--- src/rtl/uart_transmitter_if.sv ---
// Byte handshake between the FIFO dequeue side (master) and the UART transmitter (slave).
interface uart_transmitter_if;
   logic [7:0] data_in;
   logic       data_in_valid;
   logic       data_in_ready;

   modport master (output data_in, output data_in_valid, input data_in_ready);
   modport slave  (input data_in, input data_in_valid, output data_in_ready);
endinterface

--- src/rtl/uart_transmitter.sv ---
// 8N1 UART transmitter draining a valid/ready byte source; 8E1 when UART_TX_PARITY_EN is defined.
module uart_transmitter #(
   parameter int unsigned CLOCK_FREQ = 125_000_000,
   parameter int unsigned BAUD_RATE  = 115_200
) (
   input  logic              clk,
   input  logic              reset,
   uart_transmitter_if.slave in_if,
   output logic              serial_out
);
   localparam int unsigned S     = CLOCK_FREQ / BAUD_RATE;
   localparam int unsigned CNT_W = (S > 1) ? $clog2(S) : 1;
   localparam logic [CNT_W-1:0] SYM_LAST = CNT_W'(S - 1);

`ifdef UART_TX_PARITY_EN
   typedef enum logic [2:0] {IDLE, START, DATA, PARITY, STOP} state_t;
`else
   typedef enum logic [1:0] {IDLE, START, DATA, STOP} state_t;
`endif

   state_t           state_q, state_d;
   logic [CNT_W-1:0] cnt_q, cnt_d;
   logic [2:0]       bit_q, bit_d;
   logic [7:0]       shift_q, shift_d;
   logic             serial_out_q, serial_out_d;
   logic             ready, fire, sym_done;

   assign ready               = (state_q == IDLE) & ~reset;
   assign fire                = in_if.data_in_valid & ready;
   assign in_if.data_in_ready = ready;
   assign serial_out          = serial_out_q;

   always_comb begin
      state_d  = state_q;
      cnt_d    = cnt_q;
      bit_d    = bit_q;
      shift_d  = shift_q;
      sym_done = (cnt_q == SYM_LAST);
      if (state_q != IDLE) cnt_d = sym_done ? '0 : cnt_q + 1'b1;
      case (state_q)
         IDLE: if (fire) begin
            state_d = START;
            shift_d = in_if.data_in;
            cnt_d   = '0;
            bit_d   = '0;
         end
         START: if (sym_done) state_d = DATA;
         // Rotate rather than shift so the byte is intact again for parity.
         DATA: if (sym_done) begin
            shift_d = {shift_q[0], shift_q[7:1]};
            bit_d   = bit_q + 1'b1;
`ifdef UART_TX_PARITY_EN
            if (bit_q == 3'd7) state_d = PARITY;
`else
            if (bit_q == 3'd7) state_d = STOP;
`endif
         end
`ifdef UART_TX_PARITY_EN
         PARITY: if (sym_done) state_d = STOP;
`endif
         STOP: if (sym_done) state_d = IDLE;
         default: state_d = IDLE;
      endcase

      // Line level is registered from the next-state view so it changes with the state.
      case (state_d)
         START:   serial_out_d = 1'b0;
         DATA:    serial_out_d = shift_d[0];
`ifdef UART_TX_PARITY_EN
         PARITY:  serial_out_d = ^shift_d;
`endif
         default: serial_out_d = 1'b1;
      endcase
   end

   always_ff @(posedge clk) begin
      if (reset) begin
         state_q      <= IDLE;
         cnt_q        <= '0;
         bit_q        <= '0;
         shift_q      <= '0;
         serial_out_q <= 1'b1;
      end else begin
         state_q      <= state_d;
         cnt_q        <= cnt_d;
         bit_q        <= bit_d;
         shift_q      <= shift_d;
         serial_out_q <= serial_out_d;
      end
   end
endmodule

--- src/flat_wrapper.sv ---
// flat-port wrapper written by rule: the top's interface ports become plain ports
module uart_transmitter_flat 
#(
   parameter int unsigned CLOCK_FREQ = 125_000_000,
   parameter int unsigned BAUD_RATE  = 115_200
)
  (clk, reset, serial_out, in_if_data_in, in_if_data_in_valid, in_if_data_in_ready);
  uart_transmitter_if in_if_i ();
  input  logic clk;
  input  logic reset;
  output logic serial_out;
  input wire logic [$bits(in_if_i.data_in)-1:0] in_if_data_in;
  input wire logic [$bits(in_if_i.data_in_valid)-1:0] in_if_data_in_valid;
  output wire logic [$bits(in_if_i.data_in_ready)-1:0] in_if_data_in_ready;
  assign in_if_i.data_in = in_if_data_in;
  assign in_if_i.data_in_valid = in_if_data_in_valid;
  assign in_if_data_in_ready = in_if_i.data_in_ready;
  uart_transmitter #(.CLOCK_FREQ(CLOCK_FREQ), .BAUD_RATE(BAUD_RATE)) u_core (.clk(clk), .reset(reset), .in_if(in_if_i), .serial_out(serial_out));
endmodule
--- config.mk ---
export PLATFORM = sky130hd
export DESIGN_NAME = uart_transmitter_flat
export DESIGN_NICKNAME = d
export VERILOG_FILES = /design/src/rtl/uart_transmitter_if.sv /design/src/rtl/uart_transmitter.sv /design/src/flat_wrapper.sv
export SDC_FILE = /design/constraint.sdc
export NUM_CORES = 1
export LEC_CHECK = 0
export ABC_AREA = 1
export CORE_ASPECT_RATIO = 1.4
export CORE_MARGIN = 5
export CORE_UTILIZATION = 55
export DETAILED_ROUTE_END_ITERATION = 6
export PLACE_DENSITY = 0.77
export SLEW_MARGIN = 30
export SYNTH_ARGS = -nofsm -noshare
export SYNTH_HDL_FRONTEND = slang
export SYNTH_SLANG_ARGS = --single-unit
--- constraint.sdc ---
create_clock -name clk -period 3.1 [get_ports clk]
set_input_delay 0.93 -clock clk [delete_from_list [all_inputs] [get_ports clk]]
set_output_delay 0.93 -clock clk [all_outputs]
set_load 0.01 [all_outputs]
==> results by group, run 1 <==
Min path
  • HP Class: flop to flop
  • Hold Path Sink: u_core.shift_q[3]
  • Hold wc startpoint: u_core.shift_q[3]
  • Worst hold stages: 2

Critical path
  • Critical-path top delay cell: clkdlybuf4s50_1
  • Critical path class: input pin to output pin
  • Reg-to-reg slack, setup: roughly 1400 ps
  • Worst path arrival time: 2010 ps
  • Reg2Reg Capture Point: u_core.cnt_q[10]
  • Startpoint types: input pin
  • CP dominant cell by count: clkdlybuf4s50_1
  • Worst path required time: 2170 ps
  • CP Capture Type: output pin
  • Crit path buf inv count: 2
  • CP Cell Sequence: clkdlybuf4s50_1, nor2_1, clkdlybuf4s50_1
  • CP top delay family: buffers and inverters
  • RR Startpoint: u_core.cnt_q[0]
  • Reg2Reg Depth: 9
  • Crit path largest cell delay: ~550 ps
  • CP Max Fanout: 2

Synthesis
  • #FFs+latches synth: 25
  • Area share of the largest cell type after synthesis: 0.386
  • Synth warn: 0
  • Mean Syn Cell Area: roughly 7 sq um
  • Synth unique cells: 24
  • Synth area leaders: dfxtp_1, nand2_1, nor2_1
  • Gate Count Post-Synth: 185
  • Sequential area share after synthesis: 0.386
  • Synthesized net count: 200
  • Yosys top cell by area: dfxtp_1
  • Synth Cell Area: 0.00130 sq mm

Clocking
  • CTS clock-pin slew for the worst setup and hold paths: 130 ps
  • CTS resizes: 0
  • Hold_buf cts: 0
  • CTS Sinks: 25
  • CTS max path bufs: 2
  • CTS H-tree lvls: 1
  • Root buf cell: clkbuf_4
  • CTS tree: built
  • Clock Latency Late Sink: roughly 320 ps
  • CTS Buf Count: 3
  • Post-CTS setup buffers: 0

STA
  • Actual slew at the worst max-slew pin: 284 ps
  • RSZ-0062 raised after global routing: no
  • Slew Viols, Final: 0
  • Setup TNS: 0 ps
  • Final setup fails: 0
  • Max Clock Freq: 340 MHz
  • Rel. slew slack: 0.811
  • Max Clock Skew: 1.42 ps
  • Minimum clock period: 2940 ps
  • Tcrit/Tclk final: 0.949
  • Endpoints failing hold: 0
  • Worst Slack Setup Final: approximately 160 ps

Final layout
  • Register area: 500 sq um
  • Number of fill cells: 214
  • Finished Core Util: 0.657
  • Area occupied by multi-input gates: 693 sq um
  • ANT cells: 0
  • Area grow syn2layout: 12.8%
  • Share of layout cells above drive strength 1: 0.110
  • Final nets: around 220

Detailed routing
  • Via count: roughly 1200
  • DR WL/cell: 11.5 microns
  • 1st-pass router iterations: 4
  • DR iter-0 viols: 24
  • ANT nets after route: 0
  • Drt drc: 0
  • Routed WL: between 2000 and 3000 microns
  • DR vias/cell: 5.36

Floorplan
  • Die Area: around 0.0034 sq mm
  • Io pins: 13
  • Die Ht: 67.5 microns
  • Die width: 51.1 microns
  • Core Rows: 20
  • Effective utilization at floorplan: 0.583
  • Core Area: 0.00223 sq mm

Global route
  • Global-route wire length before repair: 4450 microns
  • Number of antenna violations at the first check in global routing: 0
  • Pin count of the biggest net entering global routing: 15
  • Vias in the first global route: 1128
  • All-Layer GR Usage: 0.171
  • GR Overflow Total: 0

Place
  • Pre-CTS setup slack: 168 ps
  • Hpwl dp: 2020 microns
  • Final GP Congestion: 0.781
  • IO Port Bufs: 12

Power
  • P per Cell Area: 379 mW/mm^2
  • Maximum vdd drop: 267 uV
  • Lkg Pwr: ~0.57 nW

Flow run
  • Max-cap viol count: 0

Status
  • Status: completed
registers in the layout (all words and copies together), names as in the netlist:
register / flops
u_core.cnt_q: 11
u_core.state_q: 2
u_core.bit_q: 3
u_core.serial_out: 1
u_core.shift_q: 8
worst max path at each step:
| stage | startpoint | to | depth (start not counted) |
|---|---|---|---|
| 4_1_cts | reset | in_if_data_in_ready | 3 |
| 3_5_place_dp | reset | in_if_data_in_ready | 3 |
| 2_1_floorplan | reset | in_if_data_in_ready | 2 |
| 5_1_grt | reset | in_if_data_in_ready | 3 |
| 6_report | reset | in_if_data_in_ready | 3 |
| 3_3_place_gp | reset | in_if_data_in_ready | 3 |
worst min-delay path: stages (launching register included):
cell and delay, ps:
dfxtp_1 330, nand2_1 60, a21oi_1 50
logic make-up (layout without fill, tap and decap cells):
kind of cell / after synthesis / count (layout) / share of synthesized area
AOI/OAI and AO/OA: 28 / 28 / 0.114
buffers and inverters: 25 / 40 / 0.0800
DFF: 25 / 25 / 0.386
xor gates and xnor gates: 3 / 3 / 0.0203
adders and majority gates: 4 / 4 / 0.0386
and+or+nand+nor: 100 / 100 / 0.362
layout by cell type (no fill, tap or decap), types with 4 or more instances in the layout:
| cell type | count |
|---|---|
| a21oi_1 | 20 |
| clkdlybuf4s50_1 | 12 |
| dfxtp_1 | 25 |
| ha_1 | 4 |
| inv_1 | 18 |
| inv_2 | 4 |
| nand2_1 | 40 |
| nand3_1 | 18 |
| nor2_1 | 27 |
| nor2_2 | 4 |
| nor2_4 | 4 |
| o21ai_0 | 5 |
through the flow:
stage	power [W]	hold WS, ps	cells	area [sq um]
after floorplan	0.000388	440	185	1300
after detailed placement	0.000417	460	218	1440
final	0.000556	474	222	1460
after global routing	0.000588	501	222	1460
after global placement	0.000415	451	218	1440
after CTS	0.000563	479	222	1460
layout make-up:
type	instances	share of cell area
flip-flops and latches	25	0.342
repair buffers	13	0.0872
multi-input cells	135	0.474
inverters	23	0.0607
clock buffers	4	0.0179
well taps	22	0.0188
synth_stat cells, drive strengths merged:
cell,n
dfxtp,25
ha,4
nand3,20
a21oi,20
nor2,35
nand2,41
xor2,1
clkbuf,1
xnor2,2
nor3,2
inv,23
o21ai,8
nor3b,1
buf,1
nand4,1
per-layer routing:
layer	part of all wire	GRT usage	vias to the layer above
met5	0	0	-
met2	0.54	0.332	18
li1	-	-	621
met1	0.41	0.170	547
met3	0.025	0.0243	4
met4	0.020	0.0943	0
power by group:
part           switching [W]   total, W  internal (W)
Clock              0.0000955   0.000146     0.0000504
Sequential        0.00000707   0.000339      0.000332
Combinational      0.0000375  0.0000702     0.0000327
Total               0.000140   0.000556      0.000415
(Power assumes the default switching activity.)
==> run 2, diff against run 1 <==
- CORE_UTILIZATION: 55 -> 30
- PLACE_DENSITY: 0.77 -> not set
==> results by group, run 2 (same netlist as run 1, synthesis figures left out) <==
STA
  • Max Clock Freq: 343 MHz (+0.81%)
  • Minimum clock period: 2920 ps (-23.7 ps)
  • Tcrit/Tclk final: 0.941 (-0.00763)
  • Hold Worst Slack: 465 ps (-9.33 ps)
  • Actual slew at the worst max-slew pin: 303 ps (+19.0 ps)
  • Rel. slew slack: 0.798 (-0.0127)
  • Worst Slack Setup Final: 183 ps (+23.7 ps)
  • Max Clock Skew: 2.79 ps (+1.37 ps)
  • Endpoints failing hold: 0 (unchanged)
  • Setup TNS: 0 ps (unchanged)
  • Slew Viols, Final: 0 (unchanged)
  • Final setup fails: 0 (unchanged)
  • RSZ-0062 raised after global routing: no

Global route
  • Pin count of the biggest net entering global routing: 15 (unchanged)
  • Vias in the first global route: 1163 (+3.1%)
  • Global-route wire length before repair: 4720 microns (+6.0%)
  • All-Layer GR Usage: 0.103 (-0.0683)
  • GR Overflow Total: 0 (unchanged)
  • Number of antenna violations at the first check in global routing: 0 (unchanged)

Detailed routing
  • Drt drc: 0 (unchanged)
  • Routed WL: 2570 microns (+0.23%)
  • DR vias/cell: 4.83 (-9.8%)
  • DR iter-0 viols: 33 (+38%)
  • 1st-pass router iterations: 4 (unchanged)
  • ANT nets after route: 0 (unchanged)
  • DR WL/cell: 10.5 microns (-9.2%)
  • Via count: 1184 (-0.50%)

Flow run
  • Max-cap viol count: 0 (unchanged)

Critical path
  • Worst path required time: 2170 ps (about the same)
  • Reg2Reg Capture Point: u_core.cnt_q[10]
  • Reg-to-reg slack, setup: 1330 ps (-20 ps)
  • Crit path largest cell delay: 530 ps (-20 ps)
  • Critical path class: input pin to output pin
  • Critical-path top delay cell: clkdlybuf4s50_1
  • Reg2Reg Depth: 9 (unchanged)
  • RR Startpoint: u_core.cnt_q[0]
  • CP dominant cell by count: clkdlybuf4s50_1
  • Worst path arrival time: 1990 ps (-20 ps)
  • Startpoint types: input pin
  • CP Max Fanout: 2 (unchanged)
  • CP Capture Type: output pin
  • CP Cell Sequence: clkdlybuf4s50_1, nor2_1, clkdlybuf4s50_1

Clocking
  • Clock Latency Late Sink: 270 ps (-50 ps)
  • CTS max path bufs: 2 (unchanged)
  • CTS Buf Count: 3 (unchanged)
  • Post-CTS setup buffers: 0 (unchanged)
  • CTS resizes: 0 (unchanged)
  • CTS H-tree lvls: 1 (unchanged)
  • CTS Sinks: 25 (unchanged)
  • CTS tree: built
  • Hold_buf cts: 0 (unchanged)
  • CTS clock-pin slew for the worst setup and hold paths: 80 ps (-50 ps)
  • Root buf cell: clkbuf_8

Final layout
  • Most flop-heavy register: u_core.cnt_q
  • Max reg flops: 11 (unchanged)
  • Final nets: 216 (unchanged)
  • Commonest non-fill, non-tap cell in the layout: nand2_1
  • Final Cell Area: 0.00151 sq mm (+3.2%)
  • Count of non-filler cells in the finished layout: 245 (+10%)
  • Largest registers: u_core.cnt_q x11, u_core.shift_q x8, u_core.bit_q x3
  • ANT cells: 0 (unchanged)
  • Share of layout cells above drive strength 1: 0.110 (unchanged)
  • Area grow syn2layout: 16.5%
  • Most frequent cells in the layout: nand2_1, nor2_1, dfxtp_1

Floorplan
  • Core Rows: 28 (+40%)
  • Die width: 65.6 microns (+28%)
  • Die Ht: 87.8 microns (+30%)
  • Die Area: 0.00576 sq mm (+67%)
  • Core Area: 0.00420 sq mm (+89%)
  • Effective utilization at floorplan: 0.309 (-0.274)
  • Io pins: 13 (unchanged)

Min path
  • Hold wc startpoint: u_core.shift_q[3]
  • Worst hold stages: 2 (unchanged)
  • HP Class: flop to flop
  • Hold Path Sink: u_core.shift_q[3]

Place
  • IO Port Bufs: 12 (unchanged)
  • Placed Cells incl. Taps: 241 (+11%)
  • DP Area: 0.00147 sq mm (+2.0%)
  • Final GP Congestion: 0.797 (+1.9%)
  • Hpwl dp: 2030 microns (+0.50%)
  • Pre-CTS setup slack: 173 ps (+4.76 ps)

Power
  • P per Cell Area: 397 mW/mm^2 (+4.6%)
  • Lkg Pwr: 0.580 nW (+1.4%)
  • Maximum vdd drop: 177 uV (-33%)

Status
  • Status: completed
## run 2: cell types whose count changed in the layout (fill, tap and decap cells not counted)
| cell | change |
|---|---|
| clkbuf_8 | +3 |
| clkbuf_4 | -3 |
## run 2: final cells by class
cell class	instances	area [sq um]
multi-input combinational	135	693
clock buffer	4	45.0
inverter	23	88.8
tap	45	56.3
fill	470	2690
timing repair buffer	13	128
sequential	25	500
## run 2: where the power goes
group          switching [W]  internal [W]  total [W]
sequential        0.00000695      0.000332   0.000339
combinational      0.0000372     0.0000327  0.0000699
clock              0.0000993     0.0000919   0.000191
total               0.000143      0.000457   0.000600
## run 2: layer usage
| metal | global-route usage | share of wire | up-vias |
|---|---|---|---|
| li1 | - | - | 621 |
| met1 | 0.110 | 0.43 | 538 |
| met2 | 0.194 | 0.51 | 18 |
| met3 | 0.0167 | 0.037 | 7 |
| met4 | 0.0453 | 0.019 | 0 |
| met5 | 0 | 0 | - |
## run 2: stage by stage
stage,power [W],utilization
floorplan,0.000388,-
global placement,0.000417,0.349
detailed placement,0.000417,0.349
CTS,0.000610,0.360
global route,0.000632,0.360
finish,0.000600,0.360
## run 2: critical path, delay by kind of cell
family                 cells  cell delay, ps
buffers and inverters      2             950
and+or+nand+nor            1             100
## run 2: how the worst max path moves through the flow
stage,end,startpoint,slack [ps]
final,in_if_data_in_ready,reset,180
after global routing,in_if_data_in_ready,reset,150
after CTS,in_if_data_in_ready,reset,170
after detailed placement,in_if_data_in_ready,reset,170
after global placement,in_if_data_in_ready,reset,170
after floorplan,in_if_data_in_ready,reset,870
==> run 3, diff against run 2 <==
- SLEW_MARGIN: 30 -> 0
==> results of run 3 <==
Same layout as run 2: the final DEF is identical, and so are final timing and power.
==> patch 1 (config.mk and constraints of run 1) <==
Encoding of `state_t`: now Gray code (2 bits for 4 states).
--- a/src/rtl/uart_transmitter.sv
+++ b/src/rtl/uart_transmitter.sv
@@ -15,7 +15,7 @@
 `ifdef UART_TX_PARITY_EN
    typedef enum logic [2:0] {IDLE, START, DATA, PARITY, STOP} state_t;
 `else
-   typedef enum logic [1:0] {IDLE, START, DATA, STOP} state_t;
+   typedef enum logic [1:0] {IDLE = 2'b00, START = 2'b01, DATA = 2'b11, STOP = 2'b10} state_t;
 `endif
 
    state_t           state_q, state_d;
Behaviour: same outputs for any inputs over 10 cycles, from zero or initial values and one cycle with reset high; not proved beyond that.
==> patch 1 against run 1 <==
Critical endpoint unchanged; setup slack got worse by 0.073 ns; synthesized area increased by 14%; count of clock-buffer cells in the layout decreased by 1; sequential cell count unchanged; cell count increased by 23%; routed wire length increased by 8.0%; core utilization decreased by 2.3 points; register-to-register slack improved by 0.08 ns; die area increased by 11%; synthesized cell count increased by 22%; fmax decreased by 2.4%; sequential share of layout area decreased by 3.7 points; final area increased by 12%.
Power is not compared: it rests on default switching activity, and its combinational part moved more than twofold at a synthesized area within 25%.
==> patch 1: results (changes against run 1) <==
Finish
  • Final Core Density: 63.44% (-2.3 points)
  • Share of cells above drive strength 1: 8.017% (-3.0 points)
  • Antenna Cells: 0 (unchanged)
  • Fill cell count: 260 (+21%)
  • Nets: 258 (+19%)

Worst hold path
  • Hold Crit Class: reg2reg

Place
  • PortBufs: 12 (unchanged)
  • Dpl hpwl: 2053 µm (+1.9%)
  • Final GP Congestion: 0.7880 (+0.84%)
  • Placement Setup Slack: 0.09671 ns (-0.07111 ns)

STA
  • Worst Clk Skew: 0.002580 ns (+0.001162 ns)
  • Max transition margin: 63.51% (-18 points)

Global route
  • First-pass GRT wire length: 5230 µm (+18%)
  • Vias in the first global route: 1295 (+15%)
  • Total GRT Usage: 17.63% (+0.55 points)
  • Largest net degree at the start of global routing: 19 (+4)

Detailed routing
  • Routed len/inst: 10.14 µm (-12%)
  • Drt first-iter violations: 17 (-29%)
  • Via-to-Cell Ratio: 4.868 (-9.2%)

Synthesis
  • Sequential area share after synthesis: 33.96% (-4.6 points)
  • Dominant cells by area after synthesis: dfxtp_1 34%, nand2_1 19%, ha_1 7.6%
  • Async SR Flop Fraction: 0% (unchanged)
  • Syn Nets: 245 (+23%)
  • Synth cell count leaders: 74 x nand2_1, 25 x dfxtp_1, 25 x inv_1

Outcome
  • Status: completed

Clocking
  • CTS Root Buffer Type: clkbuf_4
  • Post_cts resized: 0 (unchanged)
  • CTS buffer count: 3 (unchanged)
  • H-Tree Depth: 1 (unchanged)

Critical path
  • Critical path arrival: 2.08 ns (+0.07 ns)
-- patch 1: logic make-up after synthesis --
kind of cell / share of synthesized area (%)
adder cells (fa/ha/maj): 7.640
AO/OA/AOI/OAI: 10.27
XOR/XNOR: 0.5943
flip-flops: 33.96
buffers and inverters: 10.10
AND/OR/NAND/NOR: 37.44
-- patch 1: through the flow --
step,cell area [µm²],std cells,hold WS (ns),power [µW]
floorplan,1474,225,0.4472,686.5
global placement,1614,269,0.4578,767.4
detailed placement,1614,269,0.4636,770.7
CTS,1642,273,0.4835,926.1
global route,1642,273,0.5001,998.5
finish,1642,273,0.4860,910.6
-- patch 1: critical path, cell delays in order --
cell             delay [ns]
clkdlybuf4s50_1        0.44
nor2_1                 0.16
clkdlybuf4s50_1        0.56
-- patch 1: worst paths after layout --
kind                                              startpoint                           end  slack [ns]  cells past startpoint
worst max register to register    u_core.cnt_q[0]$_SDFF_PP0_  u_core.serial_out$_SDFF_PP1_        1.43                     11
worst min register to register  u_core.bit_q[1]$_SDFFE_PP0P_  u_core.bit_q[1]$_SDFFE_PP0P_        0.49                      2
worst max-delay path                                   reset           in_if_data_in_ready        0.09                      3
worst min-delay path            u_core.bit_q[1]$_SDFFE_PP0P_  u_core.bit_q[1]$_SDFFE_PP0P_        0.49                      2
-- patch 1: metal layers --
layer / vias up / global-route usage [%] / routed length (µm)
li1: 728 / - / -
met1: 586 / 20.39 / 1260
met2: 10 / 30.73 / 1389
met3: 5 / 2.079 / 55
met4: 0 / 8.523 / 61
met5: - / 0 / 0
-- patch 1: power breakdown --
group / switching [µW] / leakage, µW / internal, µW
Combinational: 221 / 0.000486 / 131
Clock: 104 / 0.0000177 / 48.5
Sequential: 30.2 / 0.000204 / 377
-- patch 1: area by class of cell --
class | count | area [µm²] | share of cell area, %
flip-flops and latches | 25 | 500.5 | 30.49
inverters | 29 | 108.9 | 6.631
well taps | 36 | 45.04 | 2.744
multi-input cells | 165 | 824.5 | 50.23
clock inverters | 1 | 5.005 | 0.3049
clock buffers | 3 | 22.52 | 1.372
repair buffers | 14 | 135.1 | 8.232
==> patch 2 (settings of run 1) <==
Without the edit above. `BAUD_RATE` is set to 115_200 in 2 places; all go to 57_600.
--- a/src/rtl/uart_transmitter.sv
+++ b/src/rtl/uart_transmitter.sv
@@ -1,7 +1,7 @@
 // 8N1 UART transmitter draining a valid/ready byte source; 8E1 when UART_TX_PARITY_EN is defined.
 module uart_transmitter #(
    parameter int unsigned CLOCK_FREQ = 125_000_000,
-   parameter int unsigned BAUD_RATE  = 115_200
+   parameter int unsigned BAUD_RATE  = 57_600
 ) (
    input  logic              clk,
    input  logic              reset,
--- a/src/flat_wrapper.sv
+++ b/src/flat_wrapper.sv
@@ -2,7 +2,7 @@
 module uart_transmitter_flat 
 #(
    parameter int unsigned CLOCK_FREQ = 125_000_000,
-   parameter int unsigned BAUD_RATE  = 115_200
+   parameter int unsigned BAUD_RATE  = 57_600
 )
   (clk, reset, serial_out, in_if_data_in, in_if_data_in_valid, in_if_data_in_ready);
   uart_transmitter_if in_if_i ();
Behaviour: no difference found for any inputs over 10 cycles, from zero or initial values and one cycle with reset high; that may be too few to reach the edited logic, so the function may still have changed.
==> patch 2 against run 1 <==
Sequential cell count up 1; core utilization down 1.4 points; synthesized area up 3.6%; final area up 3.9%; routed wire length up 12%; setup slack worse by 0.048 ns; total power up 5.9%; first-iteration DRC count up 92%; critical path type unchanged; highest routed layer unchanged.
==> patch 2: results (changes against run 1) <==
Global route
  • Initial antenna violation count: 0 (unchanged)
  • Vias in the first global route: 1275 (+13%)
  • First-pass GRT wire length: 5216 µm (+17%)
  • Largest net degree at the start of global routing: 20 (+5)
  • Total GRT Usage: 19.14% (+2.1 points)

Clocking
  • H-Tree Depth: 1 (unchanged)
  • CTS buffer count: 3 (unchanged)
  • CTS clk-pin slew, worst paths: 0.14 ns
  • Post_cts resized: 0 (unchanged)
  • # Post-CTS Setup Buffers: 0 (unchanged)

Detailed routing
  • Via-to-Cell Ratio: 5.606 (+4.6%)
  • Drt first-iter violations: 46 (+92%)
  • Drt first pass iters: 4 (unchanged)
  • Routed len/inst: 12.48 µm (+8.1%)

STA
  • Hold WS: 0.4920 ns (+0.01821 ns)
  • Max transition margin: 72.03% (-9.0 points)
  • Max-slew violations: 0 (unchanged)
  • Worst Clk Skew: 0.006272 ns (+0.004854 ns)
  • Total Neg Setup Slack: 0 ns (unchanged)

Power and ir drop
  • Worst vdd ir: 0.0002720 V (+2.0%)
  • Sw Share: 24.41% (-0.81 points)
  • P_leak: 0.0005972 µW (+4.3%)

Critical path
  • Max FO, Critical Path: 2 (unchanged)
  • RR Endpoint: u_core.cnt_q[10]$_SDFF_PP0_
  • R2r worst-path depth: 8 (-1)
  • CP Launch Point: reset
  • Critical path arrival: 2.06 ns (+0.05 ns)
  • Reg2reg setup slack: 1.49 ns (+0.14 ns)
  • Reg2Reg Launch Point: u_core.cnt_q[0]$_SDFF_PP0_

Place
  • Dpl hpwl: 2214 µm (+9.9%)
  • Placement Setup Slack: 0.1057 ns (-0.06210 ns)
  • PortBufs: 12 (unchanged)
  • Final GP Congestion: 0.8324 (+6.5%)

Worst hold path
  • End of the worst hold path: u_core.shift_q[1]$_SDFFE_PP0P_
  • Min-Delay Path Depth: 2 (unchanged)
  • Hold Crit Class: reg2reg
  • Hold Crit Start: u_core.shift_q[1]$_SDFFE_PP0P_

Synthesis
  • Synth cell count leaders: 40 x nand2_1, 26 x dfxtp_1, 22 x inv_1
  • Ys flop type: dfxtp_1
  • Netlist cell types: 25 (+4.2%)
  • Warnings from Yosys: 0 (unchanged)
  • Dominant cells by area after synthesis: dfxtp_1 39%, nand2_1 11%, nand3_1 7.8%
  • Sequential area share after synthesis: 38.73% (+0.16 points)
  • Async SR Flop Fraction: 0% (unchanged)
  • Syn Nets: 209 (+4.5%)

Finish
  • Share of cells above drive strength 1: 10.10% (-0.90 points)
  • Nets: 224 (+3.7%)
  • Biggest regs: u_core.cnt_q: 12 flops, u_core.shift_q: 8 flops, u_core.bit_q: 3 flops
  • Antenna Cells: 0 (unchanged)

Outcome
  • Status: completed
-- patch 2: cells by family (layout without fill, tap and decap cells) --
| logic type | count (synthesis) | after routing | share of synthesized area [%] |
|---|---|---|---|
| compound gates | 33 | 33 | 13.41 |
| xor+xnor | 1 | 1 | 0.6519 |
| fa+ha+maj | 4 | 4 | 3.725 |
| buf+inv | 29 | 43 | 8.380 |
| flops | 26 | 26 | 38.73 |
| simple gates | 101 | 101 | 35.10 |
-- patch 2: layer usage --
metal  global-route usage, %  part of all wire, %  vias to the layer above  wire, µm
met5                       0                    0                        -         0
met4                   8.525                  1.7                        0        48
met3                   3.268                  2.9                        4        85
met2                   37.42                   54                       23      1558
met1                   19.39                   41                      604      1189
li1                        -                    -                      664         -
-- patch 2: final cells by class --
| cell class | count | area (µm²) |
|---|---|---|
| clock buffer | 4 | 36.28 |
| fill | 220 | 843.3 |
| sequential | 26 | 520.5 |
| multi-input combinational | 139 | 710.7 |
| tap | 23 | 28.78 |
| timing repair buffer | 13 | 127.6 |
| inverter | 26 | 97.59 |
-- patch 2: worst max-delay path: stages --
cell and delay, ns:
clkdlybuf4s50_1 0.46, nor2_4 0.13, clkdlybuf4s50_1 0.54
-- patch 2: power groups by stage --
stage               combinational, µW  clock, µW  sequential [µW]
floorplan                        38.3          0              357
global placement                 65.5          0              357
detailed placement               67.1          0              358
CTS                              67.3        174              351
global route                     75.0        188              352
finish                           66.2        171              351
-- patch 2: worst max-delay path by stage --
stage	endpoint	depth (start not counted)	slack (ns)
floorplan	in_if_data_in_ready	1	1.12
global placement	in_if_data_in_ready	3	0.11
detailed placement	in_if_data_in_ready	3	0.11
CTS	in_if_data_in_ready	3	0.1
global route	in_if_data_in_ready	3	0.06
finish	in_if_data_in_ready	3	0.11
-- patch 2: stage by stage --
step                area (µm²)  util, %  instances
floorplan                 1344        -        194
global placement          1485    62.80        227
detailed placement        1485    62.80        227
CTS                       1521    64.34        231
global route              1521    64.34        231
finish                    1521    64.34        231
